[config.mk]
export PLATFORM = sky130hd
export DESIGN_NAME = urv_dm_arbiter_flat
export DESIGN_NICKNAME = d
export VERILOG_FILES = /design/src/rtl/urv_dm_arbiter_pkg.sv /design/src/rtl/urv_dm_arbiter_if.sv /design/src/rtl/urv_dm_arbiter_rr_arb2.sv /design/src/rtl/urv_dm_arbiter.sv /design/src/flat_wrapper.sv
export SDC_FILE = /design/constraint.sdc
export NUM_CORES = 1
export LEC_CHECK = 0
export ABC_AREA = 1
export CAP_MARGIN = 20
export CORE_AREA = 2 2 114 116
export DETAILED_ROUTE_END_ITERATION = 8
export DIE_AREA = 0 0 116 118
export PLACE_DENSITY = 0.75
export SLEW_MARGIN = 30
export SYNTH_ARGS = -nofsm -noshare
export SYNTH_HDL_FRONTEND = slang
export SYNTH_SLANG_ARGS = --single-unit
[constraint.sdc]
create_clock -name clk_i -period 1.3 [get_ports clk_i]
set_input_delay 0.13 -clock clk_i [delete_from_list [all_inputs] [get_ports clk_i]]
set_output_delay 0.13 -clock clk_i [all_outputs]
set_load 0.05 [all_outputs]
[src/rtl/urv_dm_arbiter_pkg.sv]
// Shared types for the dm-port RAM arbiter:
// FSM states, master ids, RAM window decode helper.
package urv_dm_arbiter_pkg;

   typedef enum logic [1:0] {
      ST_IDLE   = 2'd0,
      ST_ACCESS = 2'd1,
      ST_RESP   = 2'd2
   } state_t;

   localparam logic M_CPU = 1'b0;
   localparam logic M_DBG = 1'b1;

   // Unsigned offset from the window base; anything at or
   // beyond 4*2^aw bytes is outside the RAM.
   function automatic logic out_of_win(
      input logic [31:0] addr,
      input logic [31:0] base,
      input int unsigned aw
   );
      logic [31:0] off;
      off = addr - base;
      return (off >> (aw + 2)) != 32'd0;
   endfunction

endpackage

[src/rtl/urv_dm_arbiter_if.sv]
// One dm-style requester port (cpu data port or loader).
// master: requester side, slave: arbiter side.
interface urv_dm_if;

   logic [31:0] addr;
   logic [31:0] data_s;
   logic [3:0]  select;
   logic        store;
   logic        load;
   logic [31:0] data_l;
   logic        load_done;
   logic        store_done;
   logic        ready;

   modport master (
      output addr, data_s, select, store, load,
      input  data_l, load_done, store_done, ready
   );

   modport slave (
      input  addr, data_s, select, store, load,
      output data_l, load_done, store_done, ready
   );

endinterface

[src/rtl/urv_dm_arbiter_rr_arb2.sv]
// Two-way picker: round-robin (rr_i=1) or M0-first.
// Ports: req_i requests, adv_i grant taken, win_o/vld_o pick.
module urv_rr_arb2
   import urv_dm_arbiter_pkg::*;
(
   input  logic       clk_i,
   input  logic       rst_i,
   input  logic       rr_i,
   input  logic [1:0] req_i,
   input  logic       adv_i,
   output logic       vld_o,
   output logic       win_o
);

   // Last granted master; reset value makes M0 win first.
   logic last_q;

   always_comb begin
      vld_o = |req_i;
      win_o = M_CPU;
      case (req_i)
         2'b01:   win_o = M_CPU;
         2'b10:   win_o = M_DBG;
         2'b11:   win_o = (rr_i && last_q == M_CPU) ? M_DBG : M_CPU;
         default: win_o = M_CPU;
      endcase
   end

   always_ff @(posedge clk_i) begin
      if (rst_i)
         last_q <= M_DBG;
      else if (adv_i && vld_o)
         last_q <= win_o;
   end

endmodule

[src/rtl/urv_dm_arbiter.sv]
// Shares a 1-cycle-latency single-port RAM between M0 (cpu) and M1 (loader).
// Ports: clk_i/rst_i, m0/m1 dm ports, mem_* RAM side, err_o sticky window error.
module urv_dm_arbiter
   import urv_dm_arbiter_pkg::*;
#(
   parameter int unsigned AW        = 12,
   parameter logic [31:0] BASE_ADDR = 32'h0000_0000,
   parameter bit          RR        = 1'b1
) (
   input  logic          clk_i,
   input  logic          rst_i,
   urv_dm_if.slave       m0,
   urv_dm_if.slave       m1,
   output logic          mem_en_o,
   output logic          mem_we_o,
   output logic [3:0]    mem_be_o,
   output logic [AW-1:0] mem_addr_o,
   output logic [31:0]   mem_wdata_o,
   input  logic [31:0]   mem_rdata_i,
   output logic          err_o
);

   state_t state_q, state_d;

   logic [AW-1:0] addr_q;
   logic [31:0]   data_q;
   logic [3:0]    sel_q;
   logic          we_q;
   logic          id_q;
   logic          oow_q;
   logic          err_q;

   logic [1:0]  req;
   logic        win, vld, grant;
   logic [31:0] w_addr, w_data;
   logic [3:0]  w_sel;
   logic        w_we;
   logic        idle, acc, rsp;
   logic [31:0] rdata;

   assign req = {m1.store | m1.load, m0.store | m0.load};

   urv_rr_arb2 u_arb (
      .clk_i (clk_i),
      .rst_i (rst_i),
      .rr_i  (RR),
      .req_i (req),
      .adv_i (idle),
      .vld_o (vld),
      .win_o (win)
   );

   // Store wins over load when both are raised by one master.
   assign w_addr = win ? m1.addr   : m0.addr;
   assign w_data = win ? m1.data_s : m0.data_s;
   assign w_sel  = win ? m1.select : m0.select;
   assign w_we   = win ? m1.store  : m0.store;

   assign idle  = state_q == ST_IDLE;
   assign acc   = state_q == ST_ACCESS;
   assign rsp   = state_q == ST_RESP;
   assign grant = idle && vld;

   always_comb begin
      state_d = state_q;
      unique case (state_q)
         ST_IDLE:   if (vld) state_d = ST_ACCESS;
         ST_ACCESS: state_d = we_q ? ST_IDLE : ST_RESP;
         ST_RESP:   state_d = ST_IDLE;
         default:   state_d = ST_IDLE;
      endcase
   end

   always_ff @(posedge clk_i) begin
      if (rst_i) begin
         state_q <= ST_IDLE;
         addr_q  <= '0;
         data_q  <= '0;
         sel_q   <= '0;
         we_q    <= 1'b0;
         id_q    <= M_CPU;
         oow_q   <= 1'b0;
         err_q   <= 1'b0;
      end else begin
         state_q <= state_d;
         if (grant) begin
            addr_q <= w_addr[AW+1:2];
            data_q <= w_data;
            sel_q  <= w_sel;
            we_q   <= w_we;
            id_q   <= win;
            oow_q  <= out_of_win(w_addr, BASE_ADDR, AW);
            if (out_of_win(w_addr, BASE_ADDR, AW))
               err_q <= 1'b1;
         end
      end
   end

   // Outside the window the FSM still walks ACCESS/RESP, RAM untouched.
   assign mem_en_o    = acc && !oow_q;
   assign mem_we_o    = mem_en_o && we_q;
   assign mem_be_o    = mem_en_o ? (we_q ? sel_q : 4'hF) : 4'h0;
   assign mem_addr_o  = mem_en_o ? addr_q : '0;
   assign mem_wdata_o = mem_we_o ? data_q : 32'h0;
   assign err_o       = err_q;

   assign rdata = oow_q ? 32'h0 : mem_rdata_i;

   assign m0.store_done = acc && we_q && id_q == M_CPU;
   assign m1.store_done = acc && we_q && id_q == M_DBG;
   assign m0.load_done  = rsp && id_q == M_CPU;
   assign m1.load_done  = rsp && id_q == M_DBG;
   assign m0.data_l     = m0.load_done ? rdata : 32'h0;
   assign m1.data_l     = m1.load_done ? rdata : 32'h0;
   assign m0.ready      = idle && !rst_i;
   assign m1.ready      = idle && !rst_i;

endmodule

[src/flat_wrapper.sv]
// flat-port wrapper written by rule: the top's interface ports become plain ports
module urv_dm_arbiter_flat import urv_dm_arbiter_pkg::*;
#(
   parameter int unsigned AW        = 12,
   parameter logic [31:0] BASE_ADDR = 32'h0000_0000,
   parameter bit          RR        = 1'b1
)
  (clk_i, rst_i, mem_en_o, mem_we_o, mem_be_o, mem_addr_o, mem_wdata_o, mem_rdata_i, err_o, m0_addr, m0_data_s, m0_select, m0_store, m0_load, m0_data_l, m0_load_done, m0_store_done, m0_ready, m1_addr, m1_data_s, m1_select, m1_store, m1_load, m1_data_l, m1_load_done, m1_store_done, m1_ready);
  urv_dm_if m0_i ();
  urv_dm_if m1_i ();
  input  logic clk_i;
  input  logic rst_i;
  output logic mem_en_o;
  output logic mem_we_o;
  output logic [3:0] mem_be_o;
  output logic [AW-1:0] mem_addr_o;
  output logic [31:0] mem_wdata_o;
  input  logic [31:0] mem_rdata_i;
  output logic err_o;
  input wire logic [$bits(m0_i.addr)-1:0] m0_addr;
  input wire logic [$bits(m0_i.data_s)-1:0] m0_data_s;
  input wire logic [$bits(m0_i.select)-1:0] m0_select;
  input wire logic [$bits(m0_i.store)-1:0] m0_store;
  input wire logic [$bits(m0_i.load)-1:0] m0_load;
  output wire logic [$bits(m0_i.data_l)-1:0] m0_data_l;
  output wire logic [$bits(m0_i.load_done)-1:0] m0_load_done;
  output wire logic [$bits(m0_i.store_done)-1:0] m0_store_done;
  output wire logic [$bits(m0_i.ready)-1:0] m0_ready;
  input wire logic [$bits(m1_i.addr)-1:0] m1_addr;
  input wire logic [$bits(m1_i.data_s)-1:0] m1_data_s;
  input wire logic [$bits(m1_i.select)-1:0] m1_select;
  input wire logic [$bits(m1_i.store)-1:0] m1_store;
  input wire logic [$bits(m1_i.load)-1:0] m1_load;
  output wire logic [$bits(m1_i.data_l)-1:0] m1_data_l;
  output wire logic [$bits(m1_i.load_done)-1:0] m1_load_done;
  output wire logic [$bits(m1_i.store_done)-1:0] m1_store_done;
  output wire logic [$bits(m1_i.ready)-1:0] m1_ready;
  assign m0_i.addr = m0_addr;
  assign m0_i.data_s = m0_data_s;
  assign m0_i.select = m0_select;
  assign m0_i.store = m0_store;
  assign m0_i.load = m0_load;
  assign m0_data_l = m0_i.data_l;
  assign m0_load_done = m0_i.load_done;
  assign m0_store_done = m0_i.store_done;
  assign m0_ready = m0_i.ready;
  assign m1_i.addr = m1_addr;
  assign m1_i.data_s = m1_data_s;
  assign m1_i.select = m1_select;
  assign m1_i.store = m1_store;
  assign m1_i.load = m1_load;
  assign m1_data_l = m1_i.data_l;
  assign m1_load_done = m1_i.load_done;
  assign m1_store_done = m1_i.store_done;
  assign m1_ready = m1_i.ready;
  urv_dm_arbiter #(.AW(AW), .BASE_ADDR(BASE_ADDR), .RR(RR)) u_core (.clk_i(clk_i), .rst_i(rst_i), .m0(m0_i), .m1(m1_i), .mem_en_o(mem_en_o), .mem_we_o(mem_we_o), .mem_be_o(mem_be_o), .mem_addr_o(mem_addr_o), .mem_wdata_o(mem_wdata_o), .mem_rdata_i(mem_rdata_i), .err_o(err_o));
endmodule
# Yosys cells after proc, flatten, opt, wreduce, memory -nomap -nowiden

Cells that the tools add are included.

Output and inout port bits: 121
Flip-flop bits (word level): 55
Input port bits: 174
Word-level logic and storage cells: 48

Eq/ne operators: 5
Reduce and logical (&&, ||, !) cells: 15
Muxes and demuxes: 16
Bitwise gates (word level): 3

Operators by type and width:

| cell               | number |
|---|---|
| $mux 32            | 6 |
| $reduce_bool 32->1 | 1 |
| $mux 12            | 1 |
| $mux 4             | 3 |
| $logic_and 1x1->1  | 9 |
| $eq 2x2->1 const B | 3 |
| $mux 2             | 2 |
| $pmux 2 s2         | 1 |
| $eq 2x1->1 const B | 1 |
| $logic_not 1->1    | 2 |
| $logic_not 2->1    | 1 |
| $mux 1             | 2 |
| $ne 2x1->1 const B | 1 |
| $or 1x1->1         | 2 |
| $pmux 1 s2         | 1 |
| $reduce_and 2->1   | 1 |
| $reduce_or 2->1    | 1 |
| $not 1->1          | 1 |

# Depth between registers and ports, before layout

Gate-level depths: netlist (run 1).

Word-level depth: 6
Mapped depth: 9
Mapped depth without buffers: 8

# Cells and area by module

Synthesis (run 1) repeated with hierarchy kept, for this count alone.

Cell total of the unflattened synthesis: 569
Area, all modules: 3,593.4 sq um

Modules (own cells, without submodules):

| module         | seq. area each (sq um) | cells an instance | instances | area each (sq um) |
|---|---|---|---|---|
| urv_dm_arbiter | 1,081.0                | 558               | 1         | 3,525.9 |
| urv_rr_arb2    | 20.0                   | 11                | 1         | 67.6 |

# Worst setup path after synthesis (run 1)

Ideal clock, no wire load.

Path type: flip-flop to output port
Start: register u_core.state_q[1]
End: output port m1_data_l[10]
Arrival time: 3.115 ns
Slack: -1.945 ns
Data required time: 1.170 ns
Stages on the path, launching flop included: 6
Path buffers: 1
Cell sequence: dfxtp_1 > inv_1 > nor3_1 > inv_1 > buf_6 > nor3_1

Cells in the longest elaborated chain, start to end: 3

RTL lines:

| element                | RTL line              | source |
|---|---|---|
| from (decl)            | urv_dm_arbiter.sv:23  | `state_t state_q, state_d;` |
| from (signal assigned) | urv_dm_arbiter.sv:85  | `state_q <= state_d;` |
| $eq 2x2->1             | urv_dm_arbiter.sv:61  | `assign rsp = state_q == ST_RESP;` |
| $logic_and 1x1->1      | urv_dm_arbiter.sv:112 | `assign m1.load_done = rsp && id_q == M_DBG;` |
| named net m1_load_done | flat_wrapper.sv:35    | `output wire logic [$bits(m1_i.load_done)-1:0] m1_load_done;` |
| $mux 32                | urv_dm_arbiter.sv:114 | `assign m1.data_l = m1.load_done ? rdata : 32'h0;` |
| to (decl)              | flat_wrapper.sv:34    | `output wire logic [$bits(m1_i.data_l)-1:0] m1_data_l;` |

The timed path passes the listed nets, and every way through them passes these cells.

# Worst setup path in the final report (run 1)

Start: register u_core.state_q[1]
End: output port m1_data_l[0]

Cells in the longest elaborated chain, start to end: 3

RTL lines:

| element           | RTL line |
|---|---|
| $eq 2x2->1        | urv_dm_arbiter.sv:61 |
| $logic_and 1x1->1 | urv_dm_arbiter.sv:112 |
| $mux 32           | urv_dm_arbiter.sv:114 |

Every way passes these cells.

==> results.yml, run 1 <==
setup_path:
  slowest_delay_ps: 370
  path_buf_inv: 5
  crit_path_top_delay_cell: "dfxtp_2"
  crit_required_ps: 1170
  crit_fanout: 10
  cp.arrival_ps: 1660
  crit_start: "u_core.state_q[1]$_SDFFE_PP0P_"
  crit_path_start_kind: "register"
  cp_top_family: "buffers and inverters"
  cp-end-kind: "output pin"
  path_cells: "inv_4, buf_6, nor3_4, inv_4, buf_16, nor3_4, buf_6"
  crit_type: "register to output pin"
  timing.rr.start: "u_core.state_q[1]$_SDFFE_PP0P_"
power:
  vdd.ir_drop.worst_mv: 0.6514
  cellPowerDensity_nw_per_um2: 774.4
  power_mw: 8.188
  power_leakage_nw: 4.574
final_layout:
  final_layout_size_suffix_gt1_share_pct: 48.54
  area_growth_syn_to_layout_pct: 157.3
  ff_latch_area_um2: 1114
  multi_input_area_um2: 3482
  n_antenna_cell: 0
  n_fill_cell: 645
  nNetsFinal: 1131
  post-route-util_pct: 85.16
  stdcell_count: 1130
  fin_area_um2: 10570
flow_run:
  max_cap_violations: 0
floorplanning:
  die_w_um: 116
  core-area_um2: 12410
  dieArea_um2: 13690
  ioPinCount: 295
  start_util_pct: 33.10
  num_rows: 41
  die_y_um: 118
run_status:
  status: "finished with violations"
  violations: "setup timing"
yosys:
  async_flop_share_pct: 0
  syn_avg_cell_area_um2: 6.714
  syn_nets: 786
  synth_cell_types: 24
  ys_ff_latch: 55
  synthesis.area_um2: 4109
  ys_warn_count: 0
  syn_inst: 612
  yosysSeqAreaShare_pct: 26.80
  synth_edf_count: 0
  ys.flop_type: "dfxtp_1"
global_route:
  grt_start_max_net_pins: 32
  overflow: 0
  grt_pass1_vias: 5783
  grtUsageTotal_pct: 27.66
  antenna_found_initial: 0
  grt_pass1_wl_um: 29810
placed_design:
  gp_congestion: 0.8431
  placed_area_um2: 8977
  dp_slack_ps: -430.8
  post-place-cells: 1076
  place_hpwl_um: 13360
  io_buffers: 290
route:
  vias_per_cell: 4.942
  vias: 5585
  firstDrtPassIters: 4
  drc: 0
  drt_wl_total_um: 20900
  wl_per_cell_um: 18.50
  ant_nets: 0
  drt_iter0_markers: 252
sta:
  tightest_slew_ps: 361.1
  final.setup.worst_slack_ps: -494.8
  fin_worst_skew_ps: 14.30
  setup_tns_ps: -61090
  max_freq_ghz: 0.5572
  maxSlewHeadroom_pct: 75.93
  rsz0062_at_grt: "true"
  period_minus_slack_ps: 1795
  maxSlewViolCount: 0
  setup_viol: 174
  hold_viol: 0
  hold_ws_ps: 251.1
  post-route-period-util_pct: 138.1
clock_tree:
  htreeDepth: 2
  numCtsBuffers: 5
  clock_sinks: 55
  tritoncts: "done"
  cts_root_buf: "clkbuf_16"
  path_clk_slew_ps: 70
  insertion_delay_ps: 310
  cts_buffer_depth: 2
worst_hold_path:
  hp-start: "m0_store"
  hp-class: "primary input to register"
[sequential cells by signal, indices dropped and copies added (netlist names)]
signal,flops
u_core.sel_q,4
u_core.state_q,2
u_core.we_q,1
u_core.err_o,1
u_core.data_q,32
u_core.id_q,1
u_core.u_arb.last_q,1
u_core.oow_q,1
u_core.addr_q,12
[Yosys cell counts (4+ instances only)]
| cell | count | area [um^2] |
|---|---|---|
| inv_1 | 135 | 506.7 |
| nand2_1 | 111 | 416.7 |
| nor2_1 | 80 | 300.3 |
| nor3_1 | 67 | 335.3 |
| dfxtp_1 | 55 | 1101 |
| o211ai_2 | 43 | 538.0 |
| nand3_2 | 38 | 380.4 |
| buf_2 | 18 | 90.09 |
| buf_6 | 13 | 146.4 |
| nand3_1 | 9 | 45.04 |
| inv_2 | 8 | 30.03 |
| a21oi_1 | 5 | 25.02 |
| a31oi_1 | 5 | 31.28 |
| buf_1 | 5 | 18.77 |
| o21ai_0 | 5 | 25.02 |
| clkbuf_1 | 4 | 15.01 |
[power by group]
part	switching (mW)	internal (mW)
clock network	0.697	0.734
logic	2.38	2.24
registers	0.206	1.93
[area by class of cell]
type	count	share of cell area, %
sequential	55	10.53
inverter	143	5.314
clock inverter	3	0.2604
timing repair buffer	381	47.63
timing repair inverter	1	0.1065
multi-input combinational	370	32.94
clock buffer	5	1.183
tap	172	2.036
[placed cells by master (no fill, tap or decap), drive strengths merged, types with 2 or more instances in the layout]
| cell type | netlist | final |
|---|---|---|
| a21oi | 5 | 5 |
| a31oi | 5 | 5 |
| buf | 40 | 207 |
| bufbuf | 0 | 2 |
| clkbuf | 4 | 8 |
| clkdlybuf4s50 | 0 | 167 |
| dfxtp | 55 | 55 |
| dlygate4sd2 | 0 | 2 |
| inv | 143 | 145 |
| nand2 | 112 | 112 |
| nand3 | 47 | 47 |
| nor2 | 83 | 83 |
| nor3 | 67 | 67 |
| o211ai | 44 | 44 |
| o21ai | 7 | 7 |
[cells by family after synthesis]
logic type | Yosys count | share of synthesized area, %
and+or+nand+nor | 309 | 36.69
buffers and inverters | 187 | 20.92
AOI/OAI and AO/OA | 61 | 15.59
DFF | 55 | 26.80
[routing by layer]
layer	GRT usage (%)	part of all wire (%)	vias up
li1	-	-	2601
met1	30.32	35	2675
met2	51.79	55	243
met3	4.171	5.8	66
met4	11.53	3.9	0
met5	0	0	-
[worst min-delay path, stage by stage]
cell and delay (ps):
dlygate4sd2_1 250, nand2_1 70, a21oi_1 60
[worst paths after layout]
path                                                       end  slack (ps)  depth (start not counted)
worst max-delay path                              m1_data_l[0]        -490                          7
worst min-delay path                  u_core.we_q$_SDFFE_PP0P_         250                          3
worst max register to register  u_core.data_q[22]$_SDFFE_PP0P_        -370                         12
worst min register to register  u_core.data_q[28]$_SDFFE_PP0P_         500                          2
[what timing repair did]
action / CTS / global route
hold endpoints to repair: 0 / 0
buffers inserted: 22 / 12
gates resized for setup: 126 / 77
cloned: 14 / 4
setup endpoints to repair: 171 / 173
pin swaps: 11 / 14
hold buffers: 0 / 0
No activity file was read; power rests on OpenSTA's default activity.
==> run 2: changes to the inputs <==
--- a/config.mk
+++ b/config.mk
@@ -10,7 +10,8 @@
 export CORE_AREA = 2 2 114 116
 export DETAILED_ROUTE_END_ITERATION = 8
 export DIE_AREA = 0 0 116 118
-export PLACE_DENSITY = 0.75
+export DONT_BUFFER_PORTS = 1
+export PLACE_DENSITY = 0.45
 export SLEW_MARGIN = 30
 export SYNTH_ARGS = -nofsm -noshare
 export SYNTH_HDL_FRONTEND = slang
==> run 2 against run 1 <==
The run still ends with setup timing left. Global-route usage fell by 4.2 points. Die area did not move. Flip-flop and latch count did not move. Design area fell by 15%. Register-to-register slack improved by 180 ps. Critical path depth rose by 1. Worst setup slack improved by 34 ps. Clock skew fell by 9.0 ps. First-iteration DRC count fell by 44%. Critical path type unchanged. Critical endpoint is now mem_wdata_o[25]. Largest power group unchanged.
==> results.yml, run 2 (synthesis results as in run 1) <==
clock_tree:
  path_clk_slew_ps: 70
  numCtsBuffers: 5
  tritoncts: "done"
  cts_root_buf: "clkbuf_16"
  cts_buffer_depth: 2
  htreeDepth: 2
  clock_sinks: 55
  insertion_delay_ps: 290
route:
  vias_per_cell: 4.859
  ant_nets: 0
  wl_per_cell_um: 16.81
  drt_wl_total_um: 15900
  drt_iter0_markers: 140
  vias: 4597
  firstDrtPassIters: 4
  drc: 0
placed_design:
  place_hpwl_um: 11140
  gp_congestion: 0.8169
  post-place-cells: 893
  io_buffers: 0
sta:
  period_minus_slack_ps: 1761
  hold_viol: 0
  maxSlewViolCount: 0
  setup_viol: 173
  setup_tns_ps: -52110
  fin_worst_skew_ps: 5.282
  tightest_slew_ps: 366.1
  rsz0062_at_grt: "true"
  maxSlewHeadroom_pct: 75.56
  max_freq_ghz: 0.5678
  final.setup.worst_slack_ps: -461.1
  hold_ws_ps: 5.055
  post-route-period-util_pct: 135.5
floorplanning:
  dieArea_um2: 13690
  ioPinCount: 295
  core-area_um2: 12410
  die_w_um: 116
  die_y_um: 118
  start_util_pct: 33.10
  num_rows: 41
final_layout:
  multi_input_area_um2: 3460
  stdcell_count: 946
  nNetsFinal: 948
  top_register: "u_core.data_q"
  layout_common_cells: "inv_1 (125), buf_12 (108), nand2_1 (107), nor3_4 (65), nor2_4 (55)"
  largest_register_ffs: 32
  area_growth_syn_to_layout_pct: 119.2
  top_regs: "u_core.data_q: 32 flops, u_core.addr_q: 12 flops, u_core.sel_q: 4 flops"
  ff_latch_area_um2: 1114
  n_fill_cell: 908
  n_antenna_cell: 0
  final_layout_size_suffix_gt1_share_pct: 57.24
  final_common_cell: "inv_1"
global_route:
  grt_start_max_net_pins: 37
  grt_pass1_vias: 4836
  grtUsageTotal_pct: 23.47
  grt_pass1_wl_um: 25390
  antenna_found_initial: 0
  overflow: 0
setup_path:
  cp-end-kind: "output pin"
  crit_path_start_kind: "register"
  crit_required_ps: 1170
  cp.arrival_ps: 1630
  crit_fanout: 7
  crit_type: "register to output pin"
flow_run:
  max_cap_violations: 0
power:
  power_mw: 7.449
  vdd.ir_drop.worst_mv: 0.5619
  cellPowerDensity_nw_per_um2: 827.2
  power_leakage_nw: 3.893
worst_hold_path:
  hp-class: "primary input to register"
run_status:
  status: "finished with violations"
  violations: "setup timing"
-- run 2: cell types whose count changed in the layout (fill, tap and decap cells not counted), moves of 5 or more --
cell,before,now
o21ai_2,5,0
buf_16,14,22
clkdlybuf4s50_1,167,0
buf_8,36,10
buf_4,29,18
buf_6,57,38
buf_12,71,108
-- run 2: through the flow --
step	util [%]	area (um^2)	worst slack [ps]
floorplan	-	5353	-568.8
global placement	60.86	7556	-171.6
detailed placement	60.86	7556	-183.2
CTS	72.06	8946	-439.9
global route	72.55	9006	-527.9
finish	72.55	9006	-461.1
-- run 2: path summary, 6_finish.rpt --
path / start / to / slack (ps) / cells past startpoint
max: u_core.state_q[1]$_SDFFE_PP0P_ / mem_wdata_o[25] / -460 / 8
min reg2reg: u_core.err_o$_SDFFE_PP0P_ / u_core.err_o$_SDFFE_PP0P_ / 450 / 2
min: m0_addr[3] / u_core.addr_q[1]$_SDFFE_PP0P_ / 5 / 2
max reg2reg: u_core.state_q[1]$_SDFFE_PP0P_ / u_core.data_q[30]$_SDFFE_PP0P_ / -190 / 10
-- run 2: worst max-delay path, stage by stage, from the launching register on --
cell     delay (ps)
dfxtp_2         340
buf_6           120
nor2_4          120
nand2_2          90
nor2_4          150
inv_6            90
buf_16          170
nor2_4          110
buf_12          140
-- run 2: power breakdown --
group          internal, mW  leakage, nW  switching, mW  total, mW
clock network         0.754       0.0727          0.587       1.34
registers              1.93        0.460          0.177       2.11
logic                  1.79         3.36           2.21       4.00
-- run 2: cell type report --
| class | instances | area share, % |
|---|---|---|
| well taps | 172 | 2.390 |
| flip-flops and latches | 55 | 12.36 |
| clock inverters | 1 | 0.05557 |
| repair inverters | 1 | 0.1250 |
| repair buffers | 198 | 38.87 |
| clock buffers | 6 | 1.542 |
| inverters | 143 | 6.238 |
| multi-input cells | 370 | 38.41 |
-- run 2: routing by layer --
metal | global-route usage [%] | vias up | part of all wire [%]
li1 | - | 2236 | -
met1 | 24.63 | 2177 | 34
met2 | 46.38 | 171 | 57
met3 | 5.149 | 13 | 7.3
met4 | 5.060 | 0 | 1.4
met5 | 0 | - | 0
-- run 2: timing repair --
action / CTS / global route
hold buffers: 2 / 0
resized for setup: 123 / 6
pin swaps: 47 / 2
hold endpoints to repair: 6 / 0
setup buffers: 20 / 5
setup endpoints to repair: 167 / 171
gates cloned: 21 / 0
==> run 3: changes to the inputs <==
--- a/config.mk
+++ b/config.mk
@@ -12,7 +12,6 @@
 export DIE_AREA = 0 0 116 118
 export DONT_BUFFER_PORTS = 1
 export PLACE_DENSITY = 0.45
-export SLEW_MARGIN = 30
 export SYNTH_ARGS = -nofsm -noshare
 export SYNTH_HDL_FRONTEND = slang
 export SYNTH_SLANG_ARGS = --single-unit
==> results of run 3 <==
No change in the layout: final DEF, timing and power equal those of run 2.
